`config.mk`:
```
export PLATFORM = sky130hd
export DESIGN_NAME = bitwise_alu_pipe
export DESIGN_NICKNAME = d
export VERILOG_FILES = /design/src/rtl/bitwise_alu_pipe.sv
export SDC_FILE = /design/constraint.sdc
export NUM_CORES = 1
export LEC_CHECK = 0
export ABC_AREA = 1
export CORE_ASPECT_RATIO = 1.4
export CORE_MARGIN = 10
export CORE_UTILIZATION = 50
export DETAILED_ROUTE_END_ITERATION = 12
export GPL_ROUTABILITY_DRIVEN = 0
export GPL_TIMING_DRIVEN = 0
export MAX_ROUTING_LAYER = met4
export PLACE_DENSITY_LB_ADDON = 0.05
export SKIP_CTS_REPAIR_TIMING = 1
export SLEW_MARGIN = 5
export SYNTH_ARGS = -nofsm -noshare
export SYNTH_HDL_FRONTEND = slang
export SYNTH_SLANG_ARGS = --single-unit
```
`constraint.sdc`:
```
create_clock -name clk -period 6.28 [get_ports clk]
set_clock_uncertainty 0.15 [all_clocks]
set_input_delay 1.57 -clock clk [delete_from_list [all_inputs] [get_ports clk]]
set_output_delay 1.57 -clock clk [all_outputs]
set_load 0.1 [all_outputs]
```
`src/rtl/bitwise_alu_pipe.sv`:
```
// Registered bitwise ALU with valid/ready handshakes, an internal accumulator
// that can stand in for operand y, registered result flags and a saturating command counter.
module bitwise_alu_pipe #(
    parameter int unsigned WIDTH = 8,
    parameter int unsigned CNT_W = 16
) (
    input  logic                         clk,
    input  logic                         rst,
    input  logic                         in_valid,
    output logic                         in_ready,
    input  logic [WIDTH-1:0]             x,
    input  logic [WIDTH-1:0]             y,
    input  logic [2:0]                   op_code,
    input  logic                         acc_sel,
    input  logic                         acc_clr,
    output logic                         out_valid,
    input  logic                         out_ready,
    output logic [WIDTH-1:0]             result,
    output logic                         zero,
    output logic                         parity,
    output logic [$clog2(WIDTH+1)-1:0]   ones,
    output logic [CNT_W-1:0]             op_count
);

    localparam int unsigned ONES_W = $clog2(WIDTH + 1);

    typedef enum logic [2:0] {
        OP_AND  = 3'b000,
        OP_NAND = 3'b001,
        OP_OR   = 3'b010,
        OP_NOR  = 3'b011,
        OP_XOR  = 3'b100,
        OP_XNOR = 3'b101,
        OP_NOTX = 3'b110,
        OP_PASS = 3'b111
    } op_t;

    logic [WIDTH-1:0] acc;
    logic [WIDTH-1:0] yv;
    logic [WIDTH-1:0] fv;
    logic             accept;

    function automatic logic [ONES_W-1:0] popcount(input logic [WIDTH-1:0] v);
        logic [ONES_W-1:0] cnt;
        cnt = '0;
        for (int unsigned i = 0; i < WIDTH; i++) begin
            cnt = cnt + ONES_W'(v[i]);
        end
        return cnt;
    endfunction

    assign in_ready = !out_valid || out_ready;
    assign accept   = in_valid && in_ready;

    always_comb begin
        // A clear in the same cycle overrides the accumulator as operand source
        yv = acc_sel ? (acc_clr ? '0 : acc) : y;
        fv = x;
        case (op_t'(op_code))
            OP_AND:  fv = x & yv;
            OP_NAND: fv = ~(x & yv);
            OP_OR:   fv = x | yv;
            OP_NOR:  fv = ~(x | yv);
            OP_XOR:  fv = x ^ yv;
            OP_XNOR: fv = ~(x ^ yv);
            OP_NOTX: fv = ~x;
            OP_PASS: fv = x;
            default: fv = x;
        endcase
    end

    always_ff @(posedge clk) begin
        if (rst) begin
            result    <= '0;
            zero      <= 1'b1;
            parity    <= 1'b0;
            ones      <= '0;
            out_valid <= 1'b0;
            op_count  <= '0;
            acc       <= '0;
        end else if (accept) begin
            result    <= fv;
            zero      <= (fv == '0);
            parity    <= ^fv;
            ones      <= popcount(fv);
            out_valid <= 1'b1;
            acc       <= fv;
            if (op_count != '1) begin
                op_count <= op_count + CNT_W'(1);
            end
        end else begin
            if (out_ready) begin
                out_valid <= 1'b0;
            end
            if (acc_clr) begin
                acc <= '0;
            end
        end
    end

endmodule

```
==> impl_metrics.json, run 1 <==
{
  "status": "finished clean",
  "synth_nets": 552,
  "hp-class": "flop to flop",
  "cp.buffers_inverters": 8,
  "ys_ff_latch": 39,
  "die_w_microns": 88.3,
  "async_flop_share_pct": 0,
  "cp-startpoint": "acc_sel",
  "cp_top_family": "adder cells",
  "grt_pass1_vias": 3253,
  "grt_antenna_before_repair": 0,
  "clkSlewWorstSetupHoldPaths_ns": 0.08,
  "drt_iter0_drc": 115,
  "initial_core_util_pct": 51.9,
  "crit_required_ns": 6.30,
  "coreArea_sq_um": 6300,
  "wl_met2_mm": 5.04,
  "worst_slack_ns": 0.290,
  "grt_usage_pct": 18.4,
  "r2r_end": "ones[2]",
  "slew_headroom_pct": 33.2,
  "area_growth_pct": 22.2,
  "clk_latency_ns": 0.29,
  "max_slew.worst_pin.slew_ns": 0.999,
  "route.detailed.drc": 0,
  "cp-start-kind": "input port",
  "rsz0062_at_grt": "false",
  "path_max_fanout": 10,
  "h-tree-depth": 2,
  "yosys_warnings": 0,
  "critPathKind": "input port to flop",
  "fmax_ghz": 0.167,
  "yosysMostFrequentCell": "nand2_1",
  "syn_area_sq_um": 3270,
  "wl_met1_mm": 3.42,
  "grt_pass1_wl_mm": 15.1,
  "die_y_microns": 116,
  "cts_made_buffers": 5,
  "critPathArrivalTime_ns": 6.01,
  "crit_chain": "clkdlybuf4s50_1 > clkbuf_2 > nand2_1 > o21ai_0 > inv_1 > ha_1 > inv_1 > nand4_1 > nand2_1 > nor2_1 > nand2_2 > nand2_1 > inv_1 > fa_1 > inv_1 > fa_1 > fa_1 > inv_1 > ha_1 > inv_1 > fa_1 > xor2_1 > a21oi_1",
  "crit_cells": 23,
  "period_needed_ns": 5.99,
  "top_layer_used": "met4",
  "grt_max_degree": 13,
  "ff2ff_setup_slack_ns": 2.12,
  "endpoint": "ones[2]",
  "root_buffer": "clkbuf_8",
  "io_pins": 57,
  "max_stage_delay_ns": 0.66,
  "ff2ff_path_depth": 23,
  "drv_slew": 0,
  "portBuffers": 53,
  "post-place-ws_ns": -0.141,
  "wl_per_cell_microns": 14.4,
  "nFillCells": 636,
  "maxCapViolCount": 0,
  "via_count": 3357,
  "synth_seq_area_share_pct": 23.9,
  "clockBufferDepth": 2,
  "syn_avg_cell_area_sq_um": 6.55,
  "grt-ovfl-total": 0,
  "die-area_sq_um": 10200,
  "final_nets": 612,
  "yosys.area.top_type": "dfxtp_1",
  "drive_above_1_share_pct": 11.8,
  "crit_top_cell": "inv_1",
  "max-vdd-ir-drop_mv": 0.101,
  "wirelength_mm": 9.10,
  "cp-end-kind": "flop",
  "synth_edf_count": 0,
  "cts.sinks": 39,
  "diodes": 0,
  "hpwl_mm": 7.39,
  "p_leak_nw": 1.87,
  "firstDrtPassIters": 5,
  "syn_inst": 499,
  "critPathSlowestCell": "clkdlybuf4s50_1",
  "cts_tree": "done",
  "whs_ns": 0.320,
  "wl_met3_microns": 400,
  "num_rows": 34,
  "tns_ns": 0,
  "yosys-top-cells-count": "nand2_1, inv_1, nor2_1",
  "cellPowerDensity_nw_per_um2": 209,
  "vias_per_cell": 5.31,
  "synthFlopType": "dfxtp_1",
  "total_power_w": 0.000833,
  "setup_violations": 0,
  "netlist_top_cells_area": "dfxtp_1, nand2_1, ha_1",
  "yosysTopAreaCellShare_pct": 23.9,
  "ant_nets": 0,
  "synth_cell_types": 31,
  "r2r_start": "acc[3]",
  "final_hold_viol_count": 0,
  "finalCritPeriodShare_pct": 95.4
}
[worst min path at each step]
stage                    from  cells after the start  slack [ns]         to
detailed placement  result[2]                      2        0.31  result[2]
global placement    result[4]                      2        0.30  result[4]
CTS                 result[2]                      2        0.32  result[2]
finish              result[2]                      2        0.32  result[2]
floorplan              acc[2]                      2        0.31     acc[2]
global route        result[3]                      2        0.33  result[3]
[layer usage]
layer | up-vias | GRT usage, %
met1 | 1509 | 18.4
met3 | 25 | 1.40
met4 | 0 | 8.32
met5 | - | -
li1 | 1710 | -
met2 | 113 | 34.8
[metrics by stage]
step / instances / instance area, sq um / util (%)
2_1_floorplan: 499 / 3270 / -
3_3_place_gp: 624 / 3890 / 61.8
3_5_place_dp: 624 / 3890 / 61.8
4_1_cts: 632 / 3990 / 63.4
5_1_grt: 632 / 3990 / 63.4
6_report: 632 / 3990 / 63.4
[sequential cells by signal (all words and copies together), names as in the netlist]
register,cells
ones,4
zero,1
acc,8
out_valid,1
op_count,16
parity,1
result,8
[worst register-to-register path, stage by stage, from the launching register on]
cell and delay (ns):
dfxtp_1 0.31, nand2_1 0.05, inv_1 0.07, nand2_1 0.04, o21ai_0 0.12, inv_1 0.08, ha_1 0.30, inv_1 0.04
nand4_1 0.07, nand2_1 0.05, nor2_1 0.11, nand2_2 0.09, nand2_1 0.13, inv_1 0.09, fa_1 0.50, inv_1 0.05
fa_1 0.49, fa_1 0.41, inv_1 0.07, ha_1 0.15, inv_1 0.05, fa_1 0.37, xor2_1 0.16, a21oi_1 0.08
[final cells by class]
class	instances	area, sq um	share of cell area, %
tap	72	90.1	2.26
timing repair buffer	53	531	13.3
multi-input combinational	359	2050	51.3
sequential	39	781	19.5
clock buffer	7	96.3	2.41
buffer	22	140	3.51
clock inverter	1	7.51	0.188
inverter	79	299	7.49
[placed cells by master, fill, tap and decap left out, drive strengths merged]
cell type      synthesis  layout
nor3                   1       1
clkdlybuf4s50          0      53
nand2                142     142
clkbuf                 7      14
inv                   78      78
dfxtp                 39      39
ha                    24      24
nand3                 49      49
xnor2                  8       8
o21ai                 20      20
a31oi                  1       1
buf                   15      15
nand4                 27      27
clkinvlp               0       1
a21oi                 33      33
fa                     4       4
nor2                  45      45
clkinv                 1       1
xor2                   5       5
[kinds of logic after synthesis]
family / Yosys count / synth area share (%)
AOI/OAI and AO/OA: 54 / 8.65
xor gates and xnor gates: 13 / 3.48
buffers and inverters: 101 / 13.4
and+or+nand+nor: 264 / 38.9
DFF: 39 / 23.9
adders and majority gates: 28 / 11.6
[report_power, final]
part	internal (W)	leakage, nW	switching (W)
clock network	0.0000999	0.0505	0.0000856
registers	0.000265	0.319	0.00000934
logic	0.000120	1.50	0.000253
total	0.000485	1.87	0.000348
No activity file was read; power rests on OpenSTA's default activity.
==> run 2: changes to the inputs <==
Settings changed: SLEW_MARGIN 5 to 30.
==> results of run 2 <==
Final layout, timing and power as in run 1 (identical DEF).
==> run 3: changes to the inputs <==
Settings changed: HOLD_SLACK_MARGIN from default to 0.06.
==> results of run 3 <==
Final layout, timing and power as in run 1 (identical DEF).
